**src/rtl/sync_fifo_param.sv**
```systemverilog
// sync_fifo_param: parametrised single-clock FIFO with programmable
// almost-full/almost-empty thresholds, occupancy count, overflow/underflow
// pulses, synchronous flush and an optional first-word-fall-through read port.
//
// The occupancy count is kept in its own register. The pointers only address
// the storage array and are never compared to decide full/empty. Every status
// output is registered and is computed from the next-state count, so no
// combinational path runs from wr/rd to a flag.

module sync_fifo_param #(
    parameter int DATA_W   = 8,
    parameter int DEPTH    = 16,          // power of 2, >= 4
    parameter int AF_LEVEL = DEPTH - 2,   // 1..DEPTH
    parameter int AE_LEVEL = 2,           // 0..DEPTH-1
    parameter int FWFT     = 0            // 0: registered read, 1: fall-through
) (
    input  logic                       clk,
    input  logic                       rst,          // async, active-low
    input  logic                       clr,          // synchronous flush
    input  logic                       wr,
    input  logic [DATA_W-1:0]          data_in,
    input  logic                       rd,
    output logic [DATA_W-1:0]          data_out,
    output logic                       full,
    output logic                       empty,
    output logic                       almost_full,
    output logic                       almost_empty,
    output logic [$clog2(DEPTH):0]     count,
    output logic                       overflow,
    output logic                       underflow
);

    localparam int PTR_W = $clog2(DEPTH);
    localparam int CNT_W = PTR_W + 1;

    localparam logic [CNT_W-1:0] CNT_FULL = CNT_W'(DEPTH);
    localparam logic [CNT_W-1:0] CNT_AF   = CNT_W'(AF_LEVEL);
    localparam logic [CNT_W-1:0] CNT_AE   = CNT_W'(AE_LEVEL);

    // ------------------------------------------------------------------
    // State
    // ------------------------------------------------------------------
    logic [DATA_W-1:0] mem [DEPTH];
    logic [PTR_W-1:0]  wr_ptr;
    logic [PTR_W-1:0]  rd_ptr;
    logic [CNT_W-1:0]  count_q;
    logic              full_q;
    logic              empty_q;
    logic              almost_full_q;
    logic              almost_empty_q;
    logic              overflow_q;
    logic              underflow_q;

    // ------------------------------------------------------------------
    // Next-state signals
    // ------------------------------------------------------------------
    logic              rd_acc;
    logic              wr_acc;
    logic [CNT_W-1:0]  count_nxt;
    logic              overflow_nxt;
    logic              underflow_nxt;

    // Accept decisions and pulse conditions, all from the registered flags.
    always_comb begin
        // NOTE: every always_comb output gets a default first so that no path
        // leaves it unassigned; otherwise synthesis infers a latch.
        rd_acc        = 1'b0;
        wr_acc        = 1'b0;
        overflow_nxt  = 1'b0;
        underflow_nxt = 1'b0;
        if (!clr) begin
            rd_acc        = rd && !empty_q;
            // A simultaneous pop frees a slot, so a write at full still lands.
            wr_acc        = wr && (!full_q || rd_acc);
            overflow_nxt  = wr && full_q && !rd;
            underflow_nxt = rd && empty_q;
        end
    end

    // Occupancy: +1 on write only, -1 on read only, zero on flush.
    always_comb begin
        count_nxt = count_q;
        if (clr) begin
            count_nxt = '0;
        end else if (wr_acc && !rd_acc) begin
            count_nxt = count_q + CNT_W'(1);
        end else if (rd_acc && !wr_acc) begin
            count_nxt = count_q - CNT_W'(1);
        end
    end

    // Pointer, count and registered status flags.
    always_ff @(posedge clk or negedge rst) begin
        // NOTE: sequential state is updated with non-blocking assignments so
        // every register samples pre-edge values regardless of block order.
        if (!rst) begin
            wr_ptr         <= '0;
            rd_ptr         <= '0;
            count_q        <= '0;
            full_q         <= 1'b0;
            empty_q        <= 1'b1;
            almost_full_q  <= 1'b0;
            almost_empty_q <= 1'b1;
            overflow_q     <= 1'b0;
            underflow_q    <= 1'b0;
        end else begin
            if (clr) begin
                wr_ptr <= '0;
                rd_ptr <= '0;
            end else begin
                if (wr_acc) wr_ptr <= wr_ptr + PTR_W'(1);
                if (rd_acc) rd_ptr <= rd_ptr + PTR_W'(1);
            end
            count_q        <= count_nxt;
            full_q         <= (count_nxt == CNT_FULL);
            empty_q        <= (count_nxt == '0);
            almost_full_q  <= (count_nxt >= CNT_AF);
            almost_empty_q <= (count_nxt <= CNT_AE);
            overflow_q     <= overflow_nxt;
            underflow_q    <= underflow_nxt;
        end
    end

    // Storage array write port.
    always_ff @(posedge clk) begin
        // NOTE: the storage array has no reset; its contents are meaningless
        // until written, and leaving it unreset lets it map onto RAM.
        if (wr_acc) mem[wr_ptr] <= data_in;
    end

    // ------------------------------------------------------------------
    // Read port
    // ------------------------------------------------------------------
    generate
        if (FWFT != 0) begin : g_fwft
            // Head of queue presented continuously; forced to zero while empty
            // so the reset value is defined even though the array is not reset.
            always_comb begin
                data_out = empty_q ? '0 : mem[rd_ptr];
            end
        end else begin : g_std
            logic [DATA_W-1:0] dout_q;

            // Registered read: load on an accepted pop, otherwise hold
            // (including on a rejected read and on a flush).
            always_ff @(posedge clk or negedge rst) begin
                if (!rst) begin
                    dout_q <= '0;
                end else if (rd_acc) begin
                    dout_q <= mem[rd_ptr];
                end
            end

            assign data_out = dout_q;
        end
    endgenerate

    // ------------------------------------------------------------------
    // Outputs
    // ------------------------------------------------------------------
    assign count        = count_q;
    assign full         = full_q;
    assign empty        = empty_q;
    assign almost_full  = almost_full_q;
    assign almost_empty = almost_empty_q;
    assign overflow     = overflow_q;
    assign underflow    = underflow_q;

endmodule

```
**config.mk**
```make
export PLATFORM = sky130hd
export DESIGN_NAME = sync_fifo_param
export DESIGN_NICKNAME = d
export VERILOG_FILES = /design/src/rtl/sync_fifo_param.sv
export SDC_FILE = /design/constraint.sdc
export NUM_CORES = 1
export LEC_CHECK = 0
export BUFFER_PORTS_ARGS = -buffer_cell sky130_fd_sc_hd__buf_2
export CORE_ASPECT_RATIO = 0.5
export CORE_MARGIN = 5
export CORE_UTILIZATION = 45
export DETAILED_ROUTE_END_ITERATION = 7
export GPL_TIMING_DRIVEN = 0
export PLACE_DENSITY = 0.6
export SLEW_MARGIN = 10
export SYNTH_ARGS = -nofsm -noshare
export SYNTH_HDL_FRONTEND = slang
export SYNTH_SLANG_ARGS = --single-unit
```
**constraint.sdc**
```tcl
create_clock -name clk -period 2.87 [get_ports clk]
set_input_delay 0.574 -clock clk [delete_from_list [all_inputs] [get_ports clk]]
set_output_delay 0.574 -clock clk [all_outputs]
set_load 0.01 [all_outputs]
```
-- Word-level counts from Yosys, hierarchy flattened
Memories as Yosys holds them, arrays and structs flattened. A register that Yosys moved wholly into a read port is not among the register bits.
Index checks and enable logic that the tools add are counted.
- $add $sub $neg: 4
- magnitude comparators: 2
- eq/ne operators: 1
- muxes and demuxes: 13
- reductions and logical operators: 17
- operator list (operator ; count):
    $mux W4 ; 4
    $mux W5 ; 3
    $add A4 B1 Y4 const B ; 2
    $logic_and A1 B1 Y1 ; 7
    $logic_not A1 Y1 ; 6
    $mux W1 ; 6
    $add A5 B1 Y5 const B ; 1
    $eq A5 B5 Y1 const B ; 1
    $ge A5 B4 Y1 const B ; 1
    $le A5 B2 Y1 const B ; 1
    $logic_not A5 Y1 ; 1
    $sub A5 B1 Y5 const B ; 1
    $reduce_bool A2 Y1 ; 2
    $logic_or A1 B1 Y1 ; 1
- register bits after elaboration: 19
- memory bits (writable): 128
- input bits: 13
- output and inout port bits: 19
- logic and storage cells: 47
- memories kept: 1
- memories (name ; words ; width ; rd ports ; clocked after memory_dff ; write ports ; RTL line ; text):
    mem ; 16 ; 8 ; 1 ; 1 ; 1 ; 43 ; logic [DATA_W-1:0] mem [DEPTH];

-- Longest topological paths before layout
- depth after elaboration: 11
- gate-level depth with buffers: 7
- depth with buffers taken out: 7

-- Worst setup path before layout
No wires, ideal clock.
- kind: input-to-reg
- from: input port rd
- to: memory mem[11][0], enable pin
- library setup time: 370 ps
- arrival time: 1638 ps
- data required time: 2500 ps
- setup slack: 862 ps
- cell stages on the path: 5
- buffers on the path: 1
- cells stage by stage: nand2b_1 > clkbuf_1 > a21boi_2 > nand2_1 > nor2_1
- longest elaborated chain between the ends: 6
- ends and longest elaborated chain (what ; RTL line ; text):
    start, declared ; 22 ; input logic rd,
    $logic_and A1 B1 Y1 ; 72 ; rd_acc = rd && !empty_q;
    $logic_or A1 B1 Y1 ; 74 ; wr_acc = wr && (!full_q || rd_acc);
    $logic_and A1 B1 Y1 ; 74 ;
    $mux W1 ; 71 ; if (!clr) begin
    $mux W1 ; 128 ; if (wr_acc) mem[wr_ptr] <= data_in;
    $mux W1 (not written as such) ; 128 ;
    end, declared ; 43 ;
No other way between the ends.

-- Worst setup path after layout
- from: register empty_q (netlist: empty)
- to: memory mem[7][6], enable pin
- longest elaborated chain between the ends: 7
- ends and longest elaborated chain (what ; RTL line ; text):
    start, declared ; 48 ; logic empty_q;
    start signal, assigned ; 116 ; empty_q <= (count_nxt == '0);
    $logic_not A1 Y1 ; 72 ;
    $logic_and A1 B1 Y1 ; 72 ;
    $logic_or A1 B1 Y1 ; 74 ;
    $logic_and A1 B1 Y1 ; 74 ;
    $mux W1 ; 71 ;
    $mux W1 ; 128 ;
    $mux W1 (not written as such) ; 128 ;
No other way between the ends.

==> results.cfg <==
[placed_design]
pre_cts_ws_ns = 0.08771
gp_congestion = 0.8943
hpwl_um = 8822
portBuffers = 31

[global_route]
grt_start_max_net_pins = 28
grt-ovfl-total = 0
grt_util_all_layers_pct = 17.22
grt_pass1_wl_um = 20610
grt_pass1_vias = 3504
antenna_found_initial = 0

[cts]
root_buffer = clkbuf_16
cts_tree = built
cts_num_sinks = 155
clkSlewWorstSetupHoldPaths_ns = 0.06
cts_made_buffers = 17
htreeDepth = 4
postCtsHoldBufs = 0
postCtsSetupBuffers = 0
insertion_delay_ns = 0.42
clock_path_buffers = 2
cts_resized = 0

[logic_synthesis]
syn_avg_cell_area_um2 = 18.24
async_flop_share_pct = 17.42
ys_seq_area_share_pct = 71.25
synth_area_leaders = edfxtp_1 (61%), dfrtp_1 (9.9%), mux4_2 (8.5%)
synth_common_cells = edfxtp_1 (128), nor2_1 (32), dfrtp_1 (25), mux4_2 (24), nand2_1 (13)
ys_warn_count = 0
post_synth_num_cell_types = 49
synth-seq-cells = 155
synth-edff-count = 128
syn_nets = 368
synth-main-ff-cell = edfxtp_1
yosysMostFrequentCell = edfxtp_1
syn_inst = 348
synth_area_um2 = 6346
yosysTopAreaCellShare_pct = 60.57
yosysTopAreaCell = edfxtp_1

[setup_path]
r2r_cells = 5
cp.arrival_ns = 2.56
critPathKind = flip-flop to flip-flop
path_max_fanout = 8
cp-start-kind = flip-flop
cp-end-kind = flip-flop
required_ns = 2.91
reg2reg_from = empty
rrSetupSlack_ns = 0.34
r2r_end = mem[7][6]

[timing]
setup_ws_ns = 0.3447
maxSlewHeadroom_pct = 41.84
whs_ns = 0.1691
setup_violations = 0
drv_slew = 0
period_minus_slack_ns = 2.525
fin_skew_ns = 0.01108
fin_setup_tns_ns = 0
hold_violations = 0
rsz0062_at_grt = no
period_share_pct = 87.99
fmax_mhz = 396.0
worstMarginPinSlew_ns = 0.8692

[routing]
drtIter0Drc = 282
wl_per_cell_um = 22.12
vias = 3319
drc = 0
first_pass_iters = 6
finalWirelength_um = 13340
ant_nets = 0
via_per_inst = 5.504

[cells_and_area]
diodes = 0
layout-drive-gt1-share_pct = 26.28
fillers = 1095
final_nets = 418
area_delta_synth_final_pct = 15.71
regArea_um2 = 4522
multi_input_area_um2 = 1700

[min_path]
hold_path_class = input pin to async pin

[floorplanning]
die-area_um2 = 16720
ios = 32
rows = 30
start_util_pct = 46.45
die_x_um = 177.9
design.core.area_um2 = 13660
die_h_um = 93.97

[pwr]
power.leakage_nw = 2.508
ir_worst_vdd_mv = 0.3982
p_per_area_nw_per_um2 = 781.8

[run]
drv_cap = 0

[run_status]
status = completed
[power breakdown]
| part | total (mW) | switching, mW | internal, mW |
|---|---|---|---|
| sequential | 2.63 | 0.0849 | 2.55 |
| clock | 2.27 | 0.952 | 1.32 |
| combinational | 0.838 | 0.441 | 0.397 |
[critical path: stages, from the launching register on]
cell,delay [ns]
dfstp_2,0.40
nand2b_1,0.14
clkbuf_1,0.19
a21boi_2,0.39
nand2_1,0.28
nor2_1,0.74
[worst max-delay path by stage]
stage / startpoint / to / slack (ns) / cells past startpoint
2_1_floorplan: rd / mem[11][0] / 0.86 / 5
4_1_cts: empty / mem[7][6] / 0.34 / 5
3_5_place_dp: rd / mem[6][2] / 0.09 / 6
5_1_grt: empty / mem[11][1] / 0.16 / 5
6_report: empty / mem[7][6] / 0.34 / 5
3_3_place_gp: rd / mem[7][0] / 0.20 / 6
[placed cells by master, fill, tap and decap left out, types with 2 or more instances in the layout]
cell,n
nand3_1,2
and2_1,2
inv_8,5
nor4_2,2
nand4_1,2
nand2_1,13
xor2_1,3
mux4_1,8
a221o_1,8
mux4_2,24
xnor2_1,5
dfrtp_1,25
inv_6,4
nand2b_1,3
clkbuf_1,10
mux2i_1,8
buf_2,33
nor3_1,11
nor3b_1,2
buf_6,2
nor2_1,32
dfstp_2,2
bufinv_16,2
a21oi_1,5
clkbuf_16,17
and3_1,2
edfxtp_1,128
inv_1,9
ha_1,7
mux2_2,8
[sequential cells by signal (all words and copies together), names as in the netlist]
signal and flops:
mem 128, rd_ptr 4, data_out 8, empty 1, almost_full 1, almost_empty 1, count 5, wr_ptr 4
full 1, overflow 1, underflow 1
[cell families (layout without fill, tap and decap cells)]
| group | count (synthesis) | count (layout) | share of synthesized area (%) |
|---|---|---|---|
| compound gates | 26 | 26 | 3.391 |
| fa+ha+maj | 7 | 7 | 1.380 |
| mux | 48 | 48 | 14.51 |
| flops | 155 | 155 | 71.25 |
| simple gates | 80 | 80 | 6.408 |
| buf+inv | 24 | 87 | 1.952 |
| xor+xnor | 8 | 8 | 1.104 |
[routing by layer]
layer | vias to the layer above | track usage [%] | share of wire (%)
li1 | 1498 | - | -
met1 | 1701 | 23.25 | 41
met2 | 118 | 26.90 | 48
met3 | 2 | 5.227 | 11
met4 | 0 | 5.723 | 0.38
met5 | - | 0 | 0
[through the flow]
step                utilization [%]  area, um2  cells  power (mW)
detailed placement            49.34       6741    571       3.518
CTS                           53.75       7343    603       5.796
finish                        53.75       7343    603       5.741
global placement              49.34       6741    571       3.488
global route                  53.75       7343    603       5.983
floorplan                         -       6346    348       3.224
[area by class of cell]
class / count / share of cell area (%)
buffer: 15 / 1.227
clock buffer: 17 / 5.793
clock inverter: 15 / 2.402
inverter: 9 / 0.4600
multi-input combinational: 169 / 23.16
sequential: 155 / 61.58
tap: 192 / 3.271
timing repair buffer: 31 / 2.113
(Power assumes the default switching activity.)
